<file path="src/rtl/serializador_secuencia_pkg.sv">
// Shared definitions for the serializer slice.
//   REPOSO / DESPLAZA : FSM state encoding (idle / shifting a word out)
//   clog2_min1        : counter width helper, never returns less than 1
package serializador_secuencia_pkg;

    localparam logic REPOSO   = 1'b0;
    localparam logic DESPLAZA = 1'b1;

    function automatic int clog2_min1(input int n);
        return (n <= 2) ? 1 : $clog2(n);
    endfunction

endpackage

</file>
<file path="src/rtl/serializador_secuencia_if.sv">
// Word handshake plus serial output bundle of the serializer.
//   palabra : word to serialize (master -> slave)
//   valido  : word present on palabra (master -> slave)
//   listo   : serializer can take a word this cycle (slave -> master)
//   dato    : serial bit stream, MSB first (slave -> master)
//   ocupado : a word is being shifted out (slave -> master)
//   fin     : last clock of the last bit of a word (slave -> master)
interface serializador_secuencia_if #(
    parameter int ANCHO = 8
);
    logic [ANCHO-1:0] palabra;
    logic             valido;
    logic             listo;
    logic             dato;
    logic             ocupado;
    logic             fin;

    modport master (
        output palabra, valido,
        input  listo, dato, ocupado, fin
    );

    modport slave (
        input  palabra, valido,
        output listo, dato, ocupado, fin
    );
endinterface

</file>
<file path="src/rtl/serializador_secuencia_contador_bit.sv">
// Modulo-N counter with clear, enable and terminal-count flag.
//   clk, reset : clock, async active-high reset
//   clr        : synchronous clear to 0 (wins over en)
//   en         : advance by one, wrapping from N-1 to 0
//   cnt        : current count
//   tc         : count equals N-1
module contador_bit
    import serializador_secuencia_pkg::*;
#(
    parameter int N = 2
) (
    input  logic                     clk,
    input  logic                     reset,
    input  logic                     clr,
    input  logic                     en,
    output logic [clog2_min1(N)-1:0] cnt,
    output logic                     tc
);
    localparam int W = clog2_min1(N);
    localparam logic [W-1:0] ULTIMO = W'(N - 1);

    logic [W-1:0] cnt_q, cnt_d;

    always_ff @(posedge clk or posedge reset) begin
        if (reset) cnt_q <= '0;
        else       cnt_q <= cnt_d;
    end

    always_comb begin
        cnt_d = cnt_q;
        if (clr)
            cnt_d = '0;
        else if (en)
            cnt_d = (cnt_q == ULTIMO) ? '0 : cnt_q + W'(1);
    end

    assign cnt = cnt_q;
    assign tc  = (cnt_q == ULTIMO);
endmodule

</file>
<file path="src/rtl/serializador_secuencia.sv">
// Parallel-to-serial stage feeding detector_secuencia.dato.
// Takes an ANCHO-bit word on a valid/ready handshake and shifts it out
// MSB first, each bit held CICLOS_BIT clocks; a new word can be accepted
// in the last cycle of the current one so consecutive words have no gap.
//   clk, reset : clock, async active-high reset
//   bus        : slave side of serializador_secuencia_if
//
// state    | meaning
// REPOSO   | idle, dato = 0, ready for a word
// DESPLAZA | shifting a word out on dato
module serializador_secuencia
    import serializador_secuencia_pkg::*;
#(
    parameter int ANCHO      = 8,
    parameter int CICLOS_BIT = 2
) (
    input  logic                    clk,
    input  logic                    reset,
    serializador_secuencia_if.slave bus
);
    localparam int WC = clog2_min1(CICLOS_BIT);
    localparam int WB = clog2_min1(ANCHO);

    logic             state_q, state_d;
    logic [ANCHO-1:0] shreg_q, shreg_d;
    logic [WC-1:0]    cnt_ciclo;
    logic [WB-1:0]    cnt_bit;
    logic             tc_ciclo, tc_bit;
    logic             ultimo, aceptar, listo, fin, ocupado;

    contador_bit #(.N(CICLOS_BIT)) u_cnt_ciclo (
        .clk   (clk),
        .reset (reset),
        .clr   (aceptar),
        .en    (ocupado),
        .cnt   (cnt_ciclo),
        .tc    (tc_ciclo)
    );

    contador_bit #(.N(ANCHO)) u_cnt_bit (
        .clk   (clk),
        .reset (reset),
        .clr   (aceptar),
        .en    (ocupado && tc_ciclo),
        .cnt   (cnt_bit),
        .tc    (tc_bit)
    );

    logic unused_cnt;
    assign unused_cnt = ^{cnt_ciclo, cnt_bit};

    assign ultimo  = (state_q == DESPLAZA) && tc_ciclo && tc_bit;
    assign aceptar = bus.valido && listo;

    always_ff @(posedge clk or posedge reset) begin
        if (reset) state_q <= REPOSO;
        else       state_q <= state_d;
    end

    always_comb begin
        state_d = state_q;
        case (state_q)
            REPOSO:   if (aceptar) state_d = DESPLAZA;
            DESPLAZA: if (ultimo)  state_d = aceptar ? DESPLAZA : REPOSO;
            default:  state_d = REPOSO;
        endcase
    end

    always_comb begin
        ocupado = (state_q == DESPLAZA);
        listo   = (state_q == REPOSO) || ultimo;
        fin     = ultimo;
    end

    // Zeros shift in behind the data, so the register is already all-zero
    // once the LSB has gone out and dato rests at 0 in REPOSO for free.
    always_ff @(posedge clk or posedge reset) begin
        if (reset) shreg_q <= '0;
        else       shreg_q <= shreg_d;
    end

    always_comb begin
        shreg_d = shreg_q;
        if (aceptar)
            shreg_d = bus.palabra;
        else if (ocupado && tc_ciclo)
            shreg_d = {shreg_q[ANCHO-2:0], 1'b0};
    end

    assign bus.dato    = shreg_q[ANCHO-1];
    assign bus.listo   = listo;
    assign bus.ocupado = ocupado;
    assign bus.fin     = fin;
endmodule
</file>
<file path="src/flat_wrapper.sv">
// flat-port wrapper written by rule: the top's interface ports become plain ports
module serializador_secuencia_flat import serializador_secuencia_pkg::*;
#(
    parameter int ANCHO      = 8,
    parameter int CICLOS_BIT = 2
)
  (clk, reset, bus_palabra, bus_valido, bus_listo, bus_dato, bus_ocupado, bus_fin);
  serializador_secuencia_if #(.ANCHO(ANCHO)) bus_i ();
  input  logic clk;
  input  logic reset;
  input wire logic [$bits(bus_i.palabra)-1:0] bus_palabra;
  input wire logic [$bits(bus_i.valido)-1:0] bus_valido;
  output wire logic [$bits(bus_i.listo)-1:0] bus_listo;
  output wire logic [$bits(bus_i.dato)-1:0] bus_dato;
  output wire logic [$bits(bus_i.ocupado)-1:0] bus_ocupado;
  output wire logic [$bits(bus_i.fin)-1:0] bus_fin;
  assign bus_i.palabra = bus_palabra;
  assign bus_i.valido = bus_valido;
  assign bus_listo = bus_i.listo;
  assign bus_dato = bus_i.dato;
  assign bus_ocupado = bus_i.ocupado;
  assign bus_fin = bus_i.fin;
  serializador_secuencia #(.ANCHO(ANCHO), .CICLOS_BIT(CICLOS_BIT)) u_core (.clk(clk), .reset(reset), .bus(bus_i));
endmodule
</file>
<file path="config.mk">
export PLATFORM = sky130hd
export DESIGN_NAME = serializador_secuencia_flat
export DESIGN_NICKNAME = d
export VERILOG_FILES = /design/src/rtl/serializador_secuencia_pkg.sv /design/src/rtl/serializador_secuencia_if.sv /design/src/rtl/serializador_secuencia_contador_bit.sv /design/src/rtl/serializador_secuencia.sv /design/src/flat_wrapper.sv
export SDC_FILE = /design/constraint.sdc
export NUM_CORES = 1
export LEC_CHECK = 0
export ABC_AREA = 1
export CORE_UTILIZATION = 30
export CTS_CLUSTER_DIAMETER = 40
export DETAILED_ROUTE_END_ITERATION = 16
export GPL_ROUTABILITY_DRIVEN = 0
export SLEW_MARGIN = 20
export SYNTH_ARGS = -nofsm -noshare
export SYNTH_HDL_FRONTEND = slang
export SYNTH_HIERARCHICAL = 1
export SYNTH_SLANG_ARGS = --single-unit
</file>
<file path="constraint.sdc">
create_clock -name clk -period 1.7 [get_ports clk]
set_input_delay 0.34 -clock clk [delete_from_list [all_inputs] [get_ports clk]]
set_output_delay 0.34 -clock clk [all_outputs]
set_load 0.05 [all_outputs]
</file>
==> reports/metrics.cfg <==
[timing]
timing.final.crit_share_pct = 99.79
fin_crit_ns = 1.696
fin_skew_ns = 0.002900
rsz0062_at_grt = yes
final_max_slew_viol_count = 0
setup_viol = 0
fmax_ghz = 0.5895
layout_setup_ws_ns = 0.003598
fin_setup_tns_ns = 0
slew_headroom_pct = 74.74
worst_pin_slew_ns = 0.3789
finalHoldViolations = 0

[cts]
cts_tree = yes
root_buffer = clkbuf_4
clockBufferDepth = 2
cts_buffers = 3
htreeDepth = 1
clk_latency_ns = 0.27
path_clk_slew_ns = 0.08
cts_sinks = 13

[detailed_routing]
drt_iter0_drc = 14
avgViaCountPerCell = 4.487
vias = 673
post_drt_wl_per_cell_um = 10.27
antenna_left = 0
drc = 0
drt_first_pass_iters = 4
wirelength_um = 1541

[synthesis]
ys_warn_count = 6
synthesis.nets = 113
syn-cell-area_um2 = 728.2
yosys-top-cells-area = dfrtp_1 (45%), nand2_1 (17%), nand3_1 (10%)
synth.avg_cell_area_um2 = 7.282
syn_inst = 100
yosysTopAreaCell = dfrtp_1
synth_top_area_share_pct = 44.67
ys_types = 15
seq_area_frac_synth_pct = 44.67
ys_seq_elements = 13

[finish]
final_common_cell = nand2_1
antenna_cells = 0
design_area_um2 = 1022
nets = 136
mostFrequentLayoutCells = nand2_1 (33), inv_1 (16), nand3_1 (15), dfrtp_1 (13), clkdlybuf4s50_1 (10)
finalNonFillerCells = 150
layout-drive-gt1-share_pct = 18.03
syn2layout_area_growth_pct = 40.38

[die]
die_h_um = 51.27
num_rows = 17
io_pins = 15
start_util_pct = 32.30
chipWidth_um = 51.27
die_area_um2 = 2628
core_area_um2 = 2255

[setup_path]
worstSetupEndpointType = output port
required_ns = 1.36
crit_fanout = 2
startpoint_type = flip-flop
worstPathArrival_ns = 1.36
critPathKind = flip-flop to output port

[power_and_ir_drop]
ir_worst_vdd_v = 0.0007336
leakagePower_uw = 0.0005484
power.density_nw_per_um2 = 1752

[global_route]
antenna_found_initial = 0
grt_pass1_wl_um = 2760
grt_max_degree = 17
grt_usage_pct = 14.34
overflow = 0
grt_pass1_vias = 629

[job]
cap_violations = 0

[placement]
io_buffers = 14
post-place-cells = 141
pre_cts_ws_ns = 0.04955
dp_hpwl_um = 1163
placed_cell_area_um2 = 922.1

[hold_path]
hp-class = primary input to asynchronous set/reset pin

[run_status]
status = completed

==> critical path: stages, from the launching register on <==
cell and delay (ns):
dfrtp_1 0.40, ha_2 0.21, ha_4 0.17, nand3_4 0.09, nand2_4 0.06, buf_12 0.16
==> cells in the mapped netlist <==
cell	instances
a21oi_2	1
o21ai_0	3
buf_6	1
buf_4	1
nand2_1	33
buf_2	1
dfrtp_1	13
ha_1	2
nand2_4	1
nand3_2	1
nand2_2	2
inv_1	17
clkinv_1	1
nand3_1	15
nor2_1	8
==> registers in the layout (all words and copies together), names as in the netlist <==
register                cells
u_core/u_cnt_ciclo/cnt      1
u_core/u_cnt_bit/cnt        3
u_core/shreg_q              8
u_core/bus.ocupado          1
==> per-layer routing <==
metal | wire [µm] | track usage [%] | up-vias
li1 | - | - | 347
met1 | 759 | 21.63 | 311
met2 | 713 | 19.74 | 15
met3 | 67 | 2.976 | 0
met4 | 0 | 5.405 | 0
met5 | 0 | 0 | -
==> report_power, final <==
group / internal (µW) / switching, µW
logic: 444 / 589
clock network: 90.7 / 97.1
registers: 452 / 119
==> logic make-up (layout without fill, tap and decap cells) <==
family | Yosys count | in the layout | synth area share [%]
flip-flops | 13 | 13 | 44.67
buffers and inverters | 21 | 43 | 12.54
adder cells (fa/ha/maj) | 2 | 2 | 3.436
AND/OR/NAND/NOR | 60 | 60 | 36.08
AO/OA/AOI/OAI | 4 | 4 | 3.264
==> path summary, 6_finish.rpt <==
kind,start,endpoint,slack [ns],depth (start not counted)
max,u_core/u_cnt_bit/cnt[1],bus_listo,0.004,5
min,reset,u_core/u_cnt_ciclo/cnt,0.26,2
max reg2reg,u_core/u_cnt_bit/cnt[1],u_core/shreg_q[1],0.10,10
min reg2reg,u_core/shreg_q[0],u_core/shreg_q[0],0.52,2
max in group asynchronous,reset,u_core/shreg_q[4],1.04,2
min in group clk,u_core/shreg_q[0],u_core/shreg_q[0],0.52,2
==> layout make-up <==
cell class | count | area [µm²]
fillers | 241 | 1232
multi-input cells | 66 | 347.8
flip-flops and latches | 13 | 325.3
repair buffers | 21 | 220.2
inverters | 18 | 67.56
well taps | 28 | 35.03
clock buffers | 4 | 26.28
==> timing repair <==
item                                    CTS  global route
hold buffers                              0             0
resized for setup                         6             1
setup buffers                             2             3
endpoints found under the setup margin    2             6
pin swaps                                 2             1
==> through the flow <==
| stage | hold WS [ns] | power (µW) | utilization, % |
|---|---|---|---|
| global placement | 0.4922 | 1447 | 40.90 |
| CTS | 0.2479 | 1767 | 43.95 |
| detailed placement | 0.5004 | 1477 | 40.90 |
| floorplan | 0.06871 | 1190 | - |
| finish | 0.2579 | 1791 | 45.34 |
| global route | 0.2566 | 1986 | 45.34 |
Note: power is estimated with default switching activity, not from simulation.
==> variant (same flow settings) <==
`CICLOS_BIT` is set to 2 in 2 places; all go to 4.
--- a/src/rtl/serializador_secuencia.sv
+++ b/src/rtl/serializador_secuencia.sv
@@ -14,3 +14,3 @@
     parameter int ANCHO      = 8,
-    parameter int CICLOS_BIT = 2
+    parameter int CICLOS_BIT = 4
 ) (
--- a/src/flat_wrapper.sv
+++ b/src/flat_wrapper.sv
@@ -4,3 +4,3 @@
     parameter int ANCHO      = 8,
-    parameter int CICLOS_BIT = 2
+    parameter int CICLOS_BIT = 4
 )
Check against the original RTL: not equivalent (a bounded check fails within 4 cycles, from zero or initial values and one cycle with reset high).
==> variant against the unedited design <==
- sequential share of layout area rose by 0.62 points
- clock power rose by 6%
- non-clock buffer count fell by 1
- sequential cell count rose by 1
- cell area rose by 6.0%
- synthesized area rose by 6.4%
- worst setup slack barely moved
- wire length rose by 8.9%
- highest routed layer is now met4
- core utilization fell by 1.2 points
- power fell by 25%
- die area rose by 6.1%
- global-route usage fell by 0.17 points
==> variant: results <==
[cells_and_area]
num_antenna_cells = 0
layout.nonclk_buf_share_pct = 20.8
seq_share_pct = 32.4
multi_input_area_sq_um = 375
nFillCells = 243
clkCellAreaFrac_pct = 2.42
multi_input_cells = 72
layout-drive-gt1-share_pct = 17.2
nets = 143
regMostFlops = u_core/shreg_q
n_all_inverters = 18
nonClockBufferCount = 20
seqCellArea_sq_um = 352
nClkBuffers = 4
largest_register_ffs = 8

[synthesis]
netlist_top_cells_count = 39 x nand2_1, 19 x nand3_1, 16 x inv_1
ys_warn_count = 6
syn_nets = 120
synth_area_sq_um = 774
synth-compound-area-share_pct = 0.646
synth_cells = 106
synth-xor-area-share_pct = 0
ys.flop_type = dfrtp_1
synth_area_leaders = dfrtp_1 45%, nand2_1 19%, nand3_1 12%
ys_seq_area_share_pct = 45.2
synth_cell_types = 13
synth_fa_ha_area_share_pct = 4.85
synth-async-reset-ratio_pct = 100
ys_ff_latch = 14
synthMuxAreaShare_pct = 0

[critical_path]
max_stage_delay_ns = 0.41
cp_max_fo = 2

[pwr]
internal_power_uw = 809
ir_drop_mv = 0.586
leakage_nw = 0.607

[cts]
root_buffer = clkbuf_4
cts_buffers = 3
clk_latency_ns = 0.28
htree_levels = 1
clk_pin_slew_ns = 0.08

[placement]
port_buffers = 14
dp_cells = 151
placed_area_sq_mm = 0.00100
dp_hpwl_mm = 1.20
post-place-ws_ns = 0.124

[detailed_routing]
drtPass1Iterations = 4
first_iter_violations = 19
routed-via-count = 734
vias_per_cell = 4.65
wl_per_cell_um = 10.6

[grt]
grt_pass1_wl_mm = 2.75
grt_max_degree = 16
grt_pass1_vias = 673
track_usage_pct = 14.2
grt_antenna_before_repair = 0

[sta]
finClkSkew_ns = 0.000989
relSlewSlack_pct = 75.2

[worst_hold_path]
hold_class = primary input to asynchronous set/reset pin

[outcome]
status = complete, no violations
[variant: cell types whose count changed after synthesis, sizes merged, moves of 2 or more]
cell | unedited run | this run
nand3 | 16 | 20
nand2 | 36 | 42
nor2 | 8 | 6
o21ai | 3 | 1
[variant: power by group through the flow]
stage	clock network [mW]	logic, mW	registers [mW]
after floorplan	0	0.334	0.557
after global placement	0	0.498	0.539
after detailed placement	0	0.523	0.544
after CTS	0.205	0.568	0.542
after global routing	0.222	0.677	0.558
final	0.200	0.600	0.543
[variant: cells by family (layout without fill, tap and decap cells)]
group | after synthesis | after routing
and+or+nand+nor | 68 | 68
buffers and inverters | 20 | 42
DFF | 14 | 14
adders and majority gates | 3 | 3
AOI/OAI and AO/OA | 1 | 1
[variant: worst max-delay path: cells and delay by family (launching register included)]
kind	cells	cell delay (ns)
fa+ha+maj	2	0.37
simple gates	1	0.08
buf+inv	2	0.22
flops	1	0.41
[variant: worst paths after layout]
kind                                                   to                    start  slack (ns)  cells after the start
worst max-delay path                              bus_fin  u_core/u_cnt_bit/cnt[1]       0.003                      5
worst min-delay path            u_core/u_cnt_ciclo/cnt[1]                    reset        0.28                      2
worst max register to register  u_core/u_cnt_ciclo/cnt[1]  u_core/u_cnt_bit/cnt[1]        0.07                     10
worst min register to register          u_core/shreg_q[3]        u_core/shreg_q[3]        0.51                      2
max in group asynchronous              u_core/bus.ocupado                    reset        1.01                      2
min in group clk                        u_core/shreg_q[3]        u_core/shreg_q[3]        0.51                      2
[variant: timing repair]
item | CTS | global route
gates resized for setup | 4 | 3
pin swaps | 1 | 2
setup buffers | 2 | 1
setup endpoints to repair | 2 | 7
[variant: metal layers]
metal	GRT usage [%]	share of wire, %
met1	18.7	46
met4	7.89	1.7
met5	0	0
met2	20.9	47
met3	3.48	4.9
